--- config.mk ---
export PLATFORM = sky130hd
export DESIGN_NAME = keccak_perm_ctrl
export DESIGN_NICKNAME = d
export VERILOG_FILES = /design/src/rtl/keccak_perm_ctrl.sv
export SDC_FILE = /design/constraint.sdc
export NUM_CORES = 1
export LEC_CHECK = 0
export ABC_AREA = 1
export CAP_MARGIN = 10
export CORE_MARGIN = 8
export CORE_UTILIZATION = 40
export DETAILED_ROUTE_END_ITERATION = 16
export GPL_TIMING_DRIVEN = 0
export PLACE_DENSITY = 0.67
export SYNTH_ARGS = -nofsm -noshare
export SYNTH_HDL_FRONTEND = slang
export SYNTH_SLANG_ARGS = --single-unit
--- constraint.sdc ---
create_clock -name clk -period 17.9 [get_ports clk]
set_input_delay 3.58 -clock clk [delete_from_list [all_inputs] [get_ports clk]]
set_output_delay 3.58 -clock clk [all_outputs]
set_load 0.03 [all_outputs]
--- src/rtl/keccak_perm_ctrl.sv ---
// Keccak pi-permutation address sequencer: walks a DIM x DIM x SLICES bank, reading each cell
// and writing it to its permuted (or identity) slot. Define KECCAK_PERM_CTRL_PERF_EN for a cycle counter.
module keccak_perm_ctrl #(
   parameter int DIM    = 5,
   parameter int SLICES = 64,
   parameter int W      = 25,
   localparam int IW    = $clog2(DIM),
   localparam int AW    = $clog2(SLICES * DIM * DIM)
) (
   input  logic          clk,
   input  logic          rst,
   input  logic          start,
   input  logic          mode,
   input  logic          abort,
   output logic          rd_en,
   output logic [AW-1:0] rd_addr,
   input  logic [W-1:0]  rd_data,
   output logic          wr_en,
   output logic [AW-1:0] wr_addr,
   output logic [W-1:0]  wr_data,
   output logic          busy,
   output logic          done
`ifdef KECCAK_PERM_CTRL_PERF_EN
  ,output logic [15:0]   cycles
`endif
);

   localparam int SW = (SLICES > 1) ? $clog2(SLICES) : 1;
   localparam int MW = IW + 3;
   localparam logic [AW-1:0] CELLS  = AW'(DIM * DIM);
   localparam logic [AW-1:0] DIM_A  = AW'(DIM);
   localparam logic [MW-1:0] DIM_M  = MW'(DIM);
   localparam logic [IW-1:0] LAST_C = IW'(DIM - 1);
   localparam logic [SW-1:0] LAST_S = SW'(SLICES - 1);

   typedef enum logic [2:0] {S_IDLE, S_LOAD, S_RD, S_WR, S_SLICE, S_DONE} state_t;

   state_t        state_q, state_d;
   logic [SW-1:0] s_q, s_d;
   logic [IW-1:0] i_q, i_d;
   logic [IW-1:0] j_q, j_d;
   logic          mode_q, mode_d;

   always_ff @(posedge clk or posedge rst) begin
      if (rst) begin
         state_q <= S_IDLE;
         s_q     <= '0;
         i_q     <= '0;
         j_q     <= '0;
         mode_q  <= 1'b0;
      end else begin
         state_q <= state_d;
         s_q     <= s_d;
         i_q     <= i_d;
         j_q     <= j_d;
         mode_q  <= mode_d;
      end
   end

   always_comb begin
      state_d = state_q;
      s_d     = s_q;
      i_d     = i_q;
      j_d     = j_q;
      mode_d  = mode_q;
      case (state_q)
         S_IDLE: begin
            if (start && !abort) begin
               state_d = S_LOAD;
               mode_d  = mode;
            end
         end
         S_LOAD: begin
            s_d     = '0;
            i_d     = '0;
            j_d     = '0;
            state_d = S_RD;
         end
         S_RD: state_d = S_WR;
         S_WR: begin
            if (i_q == LAST_C && j_q == LAST_C) begin
               state_d = S_SLICE;
            end else begin
               state_d = S_RD;
               if (j_q == LAST_C) begin
                  j_d = '0;
                  i_d = i_q + 1'b1;
               end else begin
                  j_d = j_q + 1'b1;
               end
            end
         end
         S_SLICE: begin
            i_d = '0;
            j_d = '0;
            if (s_q == LAST_S) begin
               state_d = S_DONE;
            end else begin
               s_d     = s_q + 1'b1;
               state_d = S_RD;
            end
         end
         S_DONE:  state_d = S_IDLE;
         default: state_d = S_IDLE;
      endcase
      if (abort && state_q != S_IDLE) state_d = S_IDLE;
   end

   // (2i+3j) < 5*DIM, so four conditional subtractions give the exact residue.
   logic [MW-1:0] sum_m;
   logic [IW-1:0] ip, jp;
   always_comb begin
      sum_m = MW'(2) * MW'(i_q) + MW'(3) * MW'(j_q);
      for (int k = 0; k < 4; k++) begin
         if (sum_m >= DIM_M) sum_m = sum_m - DIM_M;
      end
      ip = mode_q ? i_q : j_q;
      jp = mode_q ? j_q : IW'(sum_m);
   end

   logic [AW-1:0] base;
   assign base    = AW'(s_q) * CELLS;
   assign busy    = (state_q != S_IDLE);
   assign done    = (state_q == S_DONE);
   assign rd_en   = (state_q == S_RD);
   assign wr_en   = (state_q == S_WR);
   assign rd_addr = rd_en ? base + AW'(i_q) * DIM_A + AW'(j_q) : '0;
   assign wr_addr = wr_en ? base + AW'(ip) * DIM_A + AW'(jp) : '0;
   assign wr_data = wr_en ? rd_data : '0;

`ifdef KECCAK_PERM_CTRL_PERF_EN
   logic [15:0] cycles_q, cycles_d;

   always_comb begin
      cycles_d = cycles_q;
      if (state_q != S_IDLE && !abort) begin
         cycles_d = (state_q == S_LOAD) ? 16'd1 : cycles_q + 16'd1;
      end
   end

   always_ff @(posedge clk or posedge rst) begin
      if (rst) cycles_q <= '0;
      else     cycles_q <= cycles_d;
   end

   assign cycles = cycles_q;
`endif

endmodule

# --- After elaboration in Yosys (flattened, before gate mapping) ---
# Index checks and enable logic that the tools add are counted.
totals:
  regBits: 16
op_classes:
  n_mux: 22
  n_addsub: 12
  eq_ne: 12
  n_reduce_logical: 13
  n_mul: 4
  order_cmp: 4
op_table:
  columns: ["op", "n"]
  rows:
  - ["$mux 3", 11]
  - ["$mux 25", 1]
  - ["$ge 6x3->1 const B", 4]
  - ["$mux 6", 4]
  - ["$add 11x3->11", 2]
  - ["$add 11x6->11", 2]
  - ["$mux 11", 2]
  - ["$sub 6x3->6 const B", 3]
  - ["$pmux 3 s5", 1]
  - ["$eq 3x3->1 const B", 4]
  - ["$mul 3x3->6 const B", 2]
  - ["$pmux 3 s2", 2]
  - ["$pmux 6 s2", 1]
  - ["$mul 6x5->11 const B", 1]
  - ["$add 3x1->3 const B", 2]
  - ["$add 4x5->6", 1]
  - ["$add 6x1->6 const B", 1]
  - ["$eq 3x2->1 const B", 2]
  - ["$eq 6x6->1 const B", 1]
  - ["$reduce_and 2->1", 3]
  - ["$mul 2x3->5 const A", 1]
  - ["$ne 2x2->1 const B", 2]
  - ["$reduce_bool 2->1", 2]
  - ["$eq 3x1->1 const B", 1]
  - ["other kinds (9)", 11]

# --- Logic depth before layout (Yosys ltp) ---
# Gate-level depths: netlist of run 1.
logic_depth:
  depth_word: 13
  depth_mapped: 53

# --- Least setup slack after synthesis of run 1 ---
# No wires, ideal clock.
synth_path:
  path_type: "register -> output"
  startpoint: "reg i_q[1]"
  endpoint: "out wr_addr[9]"
  n_path_buf: 0
  path_stages_with_launch: 51
  arrival_ns: 6.540
  path_slack_ns: 7.780
  path_cell_list: "dfrtp_1 -> fa_1 -> ha_1 -> inv_1 -> fa_1 -> nand3_2 -> inv_2 -> nand2_4 -> nand2_1 -> nand2_2 -> inv_1 -> ha_1 -> nand3_1 -> nand3_2 -> nand2_1 -> nand2_2 -> inv_1 -> ha_1 -> (+15 left out) -> ha_1 -> inv_1 -> fa_1 -> inv_1 -> ha_1 -> inv_1 -> fa_1 -> inv_1 -> a21oi_1 -> o21bai_1 -> nand2_1 -> inv_1 -> nor2_1 -> nor2_1 -> nor2_1 -> nor3_1 -> xor2_1 -> nor2_1"
synth_between:
  elab_chain_cells: 12
  elab_cells_between_ends: 19
synth_lines:
  columns: ["element", "line_no", "source"]
  rows:
  - ["start: declaration", "40", "logic [IW-1:0] i_q, i_d;"]
  - ["start signal: assignment", "54", "i_q <= i_d;"]
  - ["$add 4x5->6", "113", "sum_m = MW'(2) * MW'(i_q) + MW'(3) * MW'(j_q);"]
  - ["$sub 6x3->6 / $ge 6x3->1 (equally long branches)", "115", "if (sum_m >= DIM_M) sum_m = sum_m - DIM_M;"]
  - ["$mux 6", "115", null]
  - ["$sub 6x3->6 / $ge 6x3->1 (equally long branches)", "115", null]
  - ["$mux 6", "115", null]
  - ["$sub 6x3->6 / $ge 6x3->1 (equally long branches)", "115", null]
  - ["$mux 6", "115", null]
  - ["$ge 6x3->1 / $sub 3x3->3 (equally long branches)", "115", null]
  - ["$mux 3", "115", null]
  - ["$mux 3", "118", "jp = mode_q ? j_q : IW'(sum_m);"]
  - ["$add 11x3->11 *", "128", "assign wr_addr = wr_en ? base + AW'(ip) * DIM_A + AW'(jp) : '0;"]
  - ["$mux 11 *", "128", null]
  - ["end: declaration", "19", "output logic [AW-1:0] wr_addr,"]
# Every way passes the cells marked *; elsewhere a longest branch is shown, timed or not.

# --- Final worst setup path of run 1 ---
# Same ends and word-level chain as after synthesis.

==> results.py, run 1 <==
metrics = {
    "grt": {
        "antenna_found_initial": 0,
        "grt_max_degree": 17,
        "grt-ovfl-total": 0,
        "grt_pass1_vias": 3389,
        "grt_first_pass_wirelength_microns": 14700,
        "track_usage_pct": 14.9,
    },
    "timing": {
        "fin_ws_ps": 6560,
        "timing.fmax_mhz": 88.2,
        "period_minus_slack_ps": 11340,
        "skew_ps": 1.84,
        "setup_viol": 0,
        "worst_slew_pin_slew_ps": 891,
        "rsz0062_at_grt": "false",
        "slew_headroom_pct": 40.1,
        "setup_tns_ps": 0,
        "fin_crit_sh_pct": 63.3,
        "maxSlewViolCount": 0,
        "hold_viol_final": 0,
    },
    "synth": {
        "yosysWarningCount": 0,
        "syn_nets": 615,
        "synthXorXnorAreaFrac_pct": 2.10,
        "ys_types": 30,
        "synth-adder-area-share_pct": 32.3,
        "synth_top_area_share_pct": 25.1,
        "synthFlopType": "dfrtp_1",
        "synth_area_leaders": "ha_1 (25%), inv_1 (12%), dfrtp_1 (12%), nor2_1 (8.7%), nand2_1 (8.0%)",
        "synth_mux_area_share_pct": 0,
        "yosysMostFrequentCell": "inv_1",
        "synth_cells": 506,
        "ys_top_cells_by_count": "inv_1 (111), nor2_1 (77), nand2_1 (71)",
        "synth_top_family_by_area": "adder cells",
        "synth-simple-area-share_pct": 29.7,
        "ys_seq_area_share_pct": 12.0,
        "syn_area_per_cell_sq_um": 6.60,
        "synth.ff_latch_count": 16,
        "syn_area_sq_um": 3340,
        "synth-edff-count": 0,
        "synth_compound_area_share_pct": 10.3,
        "async_flop_share_pct": 100,
        "synth_top_area_cell": "ha_1",
    },
    "critical_path": {
        "r2r-end": "i_q[2]",
        "reg2reg_depth": 10,
        "crit_path_end_kind": "output port",
        "crit_path_max_fanout": 6,
        "start_kind": "flip-flop",
        "slowest_stage": "clkdlybuf4s50_1",
        "arrival_ps": 7760,
        "worstPathRequired_ps": 14320,
        "path_class": "flip-flop to output port",
        "ff2ff_setup_slack_ps": 15270,
        "max_stage_delay_ps": 680,
        "r2r_start": "state_q[2]",
    },
    "clocking": {
        "clk_latency_ps": 250,
        "clockRootBuffer": "clkbuf_8",
        "cts_resized": 0,
        "clk_pin_slew_ps": 70,
        "cts.sinks": 16,
        "numCtsBuffers": 3,
        "cts_hold_buf": 0,
        "cts_setup_buffers": 0,
        "htree_levels": 1,
        "clockBufferDepth": 2,
        "tritoncts": "built",
    },
    "final_layout": {
        "stdcell_area_sq_um": 4330,
        "final_net_count": 700,
        "antenna_cells": 0,
        "area_growth_syn_to_layout_pct": 29.6,
        "drive_gt1_share_pct": 6.10,
    },
    "placed_design": {
        "hpwl_microns": 7100,
        "io_buffers": 80,
        "dp_slack_ps": 6840,
        "place_congestion": 0.836,
        "placed_area_sq_um": 4270,
    },
    "status": {
        "status": "finished, final reports clean",
    },
    "route": {
        "ant_nets": 0,
        "first_iter_violations": 150,
        "wl_microns": 8170,
        "via_per_inst": 4.76,
        "dr_total_vias": 3305,
        "drt_first_pass_iters": 4,
        "avgRoutedWirePerCell_microns": 11.8,
        "drc": 0,
    },
    "worst_hold_path": {
        "hold_end": "i_q[2]",
        "worstHoldPathType": "flip-flop to flip-flop",
        "min_from": "i_q[2]",
        "holdPathStages": 1,
    },
    "floorplan": {
        "start_util_pct": 40.9,
        "rows": 33,
        "die_h_microns": 107,
        "core_area_sq_um": 8180,
        "die_w_microns": 107,
        "die_area_sq_um": 11500,
        "boundaryPins": 81,
    },
    "flow_run": {
        "drv_cap": 0,
    },
}
==> cells by family after synthesis <==
kind of cell / after synthesis
AOI/OAI and AO/OA: 66
xor gates and xnor gates: 8
adders and majority gates: 79
buffers and inverters: 121
and+or+nand+nor: 216
DFF: 16
==> sequential cells by signal, indices dropped and copies added, names as in the netlist <==
register  count
state_q       3
s_q           6
j_q           3
mode_q        1
i_q           3
==> layer usage <==
metal | track usage, % | share of wire (%) | vias to the layer above
li1 | - | - | 1758
met1 | 18.2 | 45 | 1452
met2 | 25.4 | 44 | 93
met3 | 4.67 | 11 | 2
met4 | 2.78 | 0.49 | 0
met5 | 0 | 0 | -
==> through the flow <==
| stage | util [%] | hold slack [ps] | instances |
|---|---|---|---|
| floorplan | - | 520 | 506 |
| global placement | 52.3 | 600 | 691 |
| detailed placement | 52.3 | 617 | 691 |
| CTS | 52.9 | 627 | 695 |
| global route | 52.9 | 703 | 695 |
| finish | 52.9 | 626 | 695 |
==> cells in the final DEF (no fill, tap or decap), types with 12 or more instances in the layout <==
cell type,n
inv_1,111
clkdlybuf4s50_1,80
nor2_1,77
nand2_1,71
ha_1,67
a21oi_1,29
o21ai_0,25
nand3_1,21
dfrtp_1,16
fa_1,12
==> final cells by class <==
cell class | instances | area (sq um)
fillers | 801 | 3850
multi-input cells | 369 | 2490
repair buffers | 80 | 801
inverters | 117 | 439
flip-flops and latches | 16 | 400
well taps | 105 | 131
clock buffers | 4 | 55.1
plain buffers | 4 | 15.0
==> worst max-delay path: cells and delay by family, from the launching register on <==
family	cells	cell delay, ps
buf+inv	13	1530
xor+xnor	1	90
compound gates	2	240
simple gates	25	2160
flops	1	490
fa+ha+maj	10	3010
==> worst max path at each step <==
stage | start | endpoint | slack (ps) | cells past startpoint
finish | i_q[1] | wr_addr[9] | 6560 | 51
global route | i_q[1] | wr_addr[9] | 5900 | 51
CTS | i_q[1] | wr_addr[9] | 6530 | 51
detailed placement | i_q[1] | wr_addr[9] | 6840 | 51
global placement | i_q[1] | wr_addr[9] | 6940 | 51
floorplan | i_q[1] | wr_addr[9] | 7780 | 50
Power of run 1 is not shown: default switching activity piles up to over one toggle a cycle in this logic, so the estimate is an artifact.
==> inputs of run 2 (changes only) <==
--- a/config.mk
+++ b/config.mk
@@ -11,7 +11,7 @@
 export CORE_UTILIZATION = 40
 export DETAILED_ROUTE_END_ITERATION = 16
 export GPL_TIMING_DRIVEN = 0
-export PLACE_DENSITY = 0.67
+export PLACE_DENSITY = 0.69
 export SYNTH_ARGS = -nofsm -noshare
 export SYNTH_HDL_FRONTEND = slang
 export SYNTH_SLANG_ARGS = --single-unit
==> constraint.sdc (replaced) <==
create_clock -name clk -period 10.3 [get_ports clk]
set_input_delay 2.06 -clock clk [delete_from_list [all_inputs] [get_ports clk]]
set_output_delay 2.06 -clock clk [all_outputs]
set_load 0.03 [all_outputs]
==> run 2 against run 1 <==
  * Clock skew shrank 0.72 ps
  * Critical endpoint is now wr_addr[7]
  * First-iteration DRC count grew 2.7%
  * Sequential cell count is the same
  * Global-route usage shrank 0.24 points
  * Largest cell class unchanged
  * Critical path depth shrank 1
==> results.py, run 2 (synthesis results as in run 1) <==
metrics = {
    "clocking": {
        "numCtsBuffers": 3,
        "clk_pin_slew_ps": 60,
        "tritoncts": "built",
        "clockBufferDepth": 2,
        "cts.sinks": 16,
        "clockRootBuffer": "clkbuf_8",
        "cts_setup_buffers": 0,
        "htree_levels": 1,
        "clk_latency_ps": 250,
    },
    "placed_design": {
        "hpwl_microns": 7060,
        "place_congestion": 0.815,
        "io_buffers": 80,
    },
    "final_layout": {
        "final_net_count": 700,
        "drive_gt1_share_pct": 6.10,
        "top_register": "s_q",
        "multi_input_area_sq_um": 2490,
        "largest_reg_flops": 6,
        "final_common_cell": "inv_1",
        "fillers": 777,
        "area_growth_syn_to_layout_pct": 29.7,
        "final_cell_mix": "inv_1 (111), clkdlybuf4s50_1 (78), nor2_1 (77), nand2_1 (71), ha_1 (67)",
        "register_area_sq_um": 400,
        "antenna_cells": 0,
    },
    "floorplan": {
        "die_w_microns": 107,
        "die_h_microns": 107,
        "core_area_sq_um": 8180,
        "rows": 33,
        "start_util_pct": 40.9,
        "die_area_sq_um": 11500,
        "boundaryPins": 81,
    },
    "critical_path": {
        "path_class": "flip-flop to output port",
        "max_stage_delay_ps": 700,
        "cpLargestDelayFamily": "adder cells",
        "worstPathRequired_ps": 8240,
        "arrival_ps": 7580,
        "start_kind": "flip-flop",
        "cp.buffers_inverters": 13,
        "crit_path_max_fanout": 6,
        "slowest_stage": "clkdlybuf4s50_1",
        "crit_path_end_kind": "output port",
        "ff2ff_setup_slack_ps": 7750,
    },
    "grt": {
        "use_met1_pct": 18.4,
        "antenna_found_initial": 0,
        "grt_first_pass_wirelength_microns": 14400,
        "grt_util_met3_pct": 4.37,
        "grt.met2_usage_pct": 24.4,
        "grt-ovfl-total": 0,
        "track_usage_pct": 14.7,
        "busiest_layer": "met2",
        "grt_max_degree": 17,
        "grt_pass1_vias": 3350,
    },
    "route": {
        "drt_first_pass_iters": 4,
        "via_per_inst": 4.79,
        "drc": 0,
        "first_iter_violations": 154,
        "dr_total_vias": 3329,
        "avgRoutedWirePerCell_microns": 11.7,
        "ant_nets": 0,
        "wl_microns": 8150,
    },
    "timing": {
        "period_minus_slack_ps": 9640,
        "fin_crit_sh_pct": 93.6,
        "setup_tns_ps": 0,
        "setup_viol": 0,
        "timing.fmax_mhz": 104,
        "slew_headroom_pct": 41.1,
        "hold_viol_final": 0,
        "skew_ps": 1.12,
        "worst_slew_pin_slew_ps": 877,
        "maxSlewViolCount": 0,
        "rsz0062_at_grt": "false",
    },
    "flow_run": {
        "drv_cap": 0,
    },
    "worst_hold_path": {
        "worstHoldPathType": "flip-flop to flip-flop",
    },
    "status": {
        "status": "finished, final reports clean",
    },
}
run 2: cell types whose count changed in the layout (fill, tap and decap cells not counted), sizes merged:
cell / previous run / this run
dlymetal6s2s: 0 / 2
clkdlybuf4s50: 80 / 78
run 2: area by class of cell:
type	instances	share of cell area (%)
Tap cell	105	3.03
Multi-Input combinational cell	369	57.4
Sequential cell	16	9.24
Clock buffer	4	1.27
Buffer	4	0.347
Timing Repair Buffer	80	18.6
Inverter	117	10.1
run 2: routing by layer:
layer	part of all wire [%]	vias to the layer above
met1	46	1458
met3	10	8
met5	0	-
met2	42	99
li1	-	1764
met4	0.93	0
run 2: final timing paths:
kind | from | endpoint | cells past startpoint
worst max-delay path | i_q[1] | wr_addr[7] | 50
worst min-delay path | i_q[2] | i_q[2] | 1
worst max register to register | state_q[2] | i_q[2] | 10
worst min register to register | i_q[2] | i_q[2] | 1
max in group asynchronous | rst | j_q[1] | 2
min in group asynchronous | rst | state_q[0] | 2
run 2: worst reg2reg max path, cell delays in order, from the launching register on:
cell      delay (ps)
dfrtp_1          360
clkbuf_1         180
nor3_2           670
inv_1            310
nor2_1           190
inv_1            100
o21ai_1          310
nand2_1           90
nand2_1           70
nand2_1           40
a31oi_1          150
run 2: what timing repair did:
item,in CTS,in global routing
resized for setup,0,2
setup endpoints to repair,0,2
hold buffers,0,0
run 2: metrics by stage:
step	hold slack (ps)	utilization [%]	worst slack (ps)	cell area [sq um]	instances
2_1_floorplan	520	-	1700	3340	506
3_3_place_gp	600	52.3	875	4270	691
3_5_place_dp	611	52.3	763	4270	691
4_1_cts	620	52.9	461	4330	695
5_1_grt	673	53.0	52.2	4330	695
6_report	628	53.0	657	4330	695
Power of run 2 is left out for the same reason.
==> RTL edit, RTL diff (settings of run 1) <==
Change the parameter `W` from 25 to 50.
--- a/src/rtl/keccak_perm_ctrl.sv
+++ b/src/rtl/keccak_perm_ctrl.sv
@@ -5,3 +5,3 @@
    parameter int SLICES = 64,
-   parameter int W      = 25,
+   parameter int W      = 50,
    localparam int IW    = $clog2(DIM),
Ports: changed (resized rd_data and wr_data); port bits go from 81 to 131. No check against the original RTL was run, so the function may have changed too.
==> RTL edit against run 1 <==
  * Setup slack lost 0.31 ns
  * Worst hold slack gained 0.018 ns
  * Synthesized area grew 10%
  * Critical path depth grew 1
  * Sequential share of layout area shrank 1.5 points
  * Sequential cell count is the same
  * Final area grew 20%
  * Wire length grew 28%
  * Largest cell class unchanged
  * Critical path type unchanged
  * Highest routed layer unchanged
  * Count of clock-buffer cells in the layout is the same
  * Critical endpoint is now wr_addr[10]
Power is not shown: default switching activity piles up to over one toggle a cycle in this logic, so the estimate is an artifact.
==> RTL edit: results (changes against run 1) <==
Placed design:
- The weighted congestion reported at the end of routability-driven placement is 0.952 (was 0.836).
- The cell count after placement is 808 (was 691).
- The detailed placer's ending HPWL came to 9.31 mm (was 7.10 mm).
- The count of port buffers added during placement is 130 (was 80).

Layout:
- The layout filler cell count is 880 (was 801).
- The ratio of cells with drive above 1 in the final layout was 7.13% (was 6.10%).
- The final-stage net count is 836 (was 700).
- The number of flip-flops under the largest register name is 6 (unchanged).

Status:
- Result of the run: complete, no violations (unchanged).

Timing:
- The worst-margin pin slew came to 0.833 ns (was 0.891 ns).
- The final worst clock skew is 0.00118 ns (was 0.00184 ns).

Synth:
- Dominant cells by area after synthesis: sky130_fd_sc_hd__ha_1 (23%), sky130_fd_sc_hd__inv_1 (15%), sky130_fd_sc_hd__dfrtp_1 (11%), sky130_fd_sc_hd__nor2_1 (9.2%), sky130_fd_sc_hd__nand2_1 (6.6%) (was sky130_fd_sc_hd__ha_1 (25%), sky130_fd_sc_hd__inv_1 (12%), sky130_fd_sc_hd__dfrtp_1 (12%), sky130_fd_sc_hd__nor2_1 (8.7%), sky130_fd_sc_hd__nand2_1 (8.0%)).
- The net count after synthesis is 701 (was 615).
- The proportion of synthesized chip area in sequential cells is 10.9% (was 12.0%).
- The number of cells produced by synthesis is 567 (was 506).
- Commonest cells in the netlist: sky130_fd_sc_hd__inv_1 (148), sky130_fd_sc_hd__nor2_1 (90), sky130_fd_sc_hd__ha_1 (67) (was sky130_fd_sc_hd__inv_1 (111), sky130_fd_sc_hd__nor2_1 (77), sky130_fd_sc_hd__nand2_1 (71)).
- The number of different library cells in the post-synthesis netlist is 34 (was 30).

Detailed routing:
- The via total after detailed routing is 3836 (was 3305).
- The DRC violation total after the first TritonRoute iteration came to 142 (was 150).
- The DRC violation count after routing came to 0 (unchanged).
- The routed length per placed instance is 12.9 um (was 11.8 um).
- The average via count per standard cell was 4.72 (was 4.76).

Critical path:
- The worst-path maximum fanout is 7 (was 6).
- The signal arrival time at the worst endpoint is 8.06 ns (was 7.76 ns).
- The stage delay of the slowest cell on the critical path was 0.70 ns (was 0.68 ns).

Global route:
- The first-pass GRT wire length is 17.9 mm (was 14.7 mm).
- The global-route usage over all layers was 16.8% (was 14.9%).
- The maximum number of pins on one net before global-route repair is 17 (unchanged).

Clock tree:
- The clock-pin slew of the registers on the worst-case setup and hold paths is 0.07 ns (about the same).
RTL edit: worst paths after layout:
kind | to | slack [ns] | cells after the start
setup / recovery | wr_addr[10] | 6.26 | 52
hold / removal | i_q[2] | 0.64 | 1
setup reg to reg | i_q[2] | 15.36 | 10
hold reg to reg | i_q[2] | 0.64 | 1
max in group asynchronous | s_q[0] | 13.79 | 2
min in group asynchronous | s_q[4] | 3.71 | 2
RTL edit: through the flow:
stage	hold WS (ns)	worst slack [ns]	instance area [um2]
finish	0.644	6.26	5170
global route	0.667	5.49	5170
detailed placement	0.625	6.49	5120
global placement	0.612	6.67	5120
CTS	0.648	6.19	5170
floorplan	0.520	7.42	3680
RTL edit: kinds of logic after synthesis:
kind of cell / after synthesis / share of synthesized area [%]
simple gates: 236 / 31.4
buf+inv: 161 / 16.5
xor+xnor: 9 / 2.14
fa+ha+maj: 79 / 29.3
flops: 16 / 10.9
compound gates: 66 / 9.83
RTL edit: cell type report:
class	instances	area, um2	share of cell area, %
multi-input combinational	390	2670	51.7
timing repair buffer	130	1300	25.1
inverter	154	579	11.2
sequential	16	400	7.74
tap	111	139	2.68
clock buffer	4	55.1	1.06
buffer	7	26.3	0.508
RTL edit: critical path: cells and delay by family, from the launching register on:
kind,cells,cell delay [ns]
compound gates,4,0.62
fa+ha+maj,9,2.76
simple gates,26,2.42
buf+inv,13,1.52
flops,1,0.49
RTL edit: metal layers:
layer	wire length (um)	track usage (%)	vias to the layer above
met5	0	0	-
li1	-	-	2014
met2	5190	31.7	110
met1	4650	19.6	1702
met4	163	3.83	0
met3	499	1.84	10
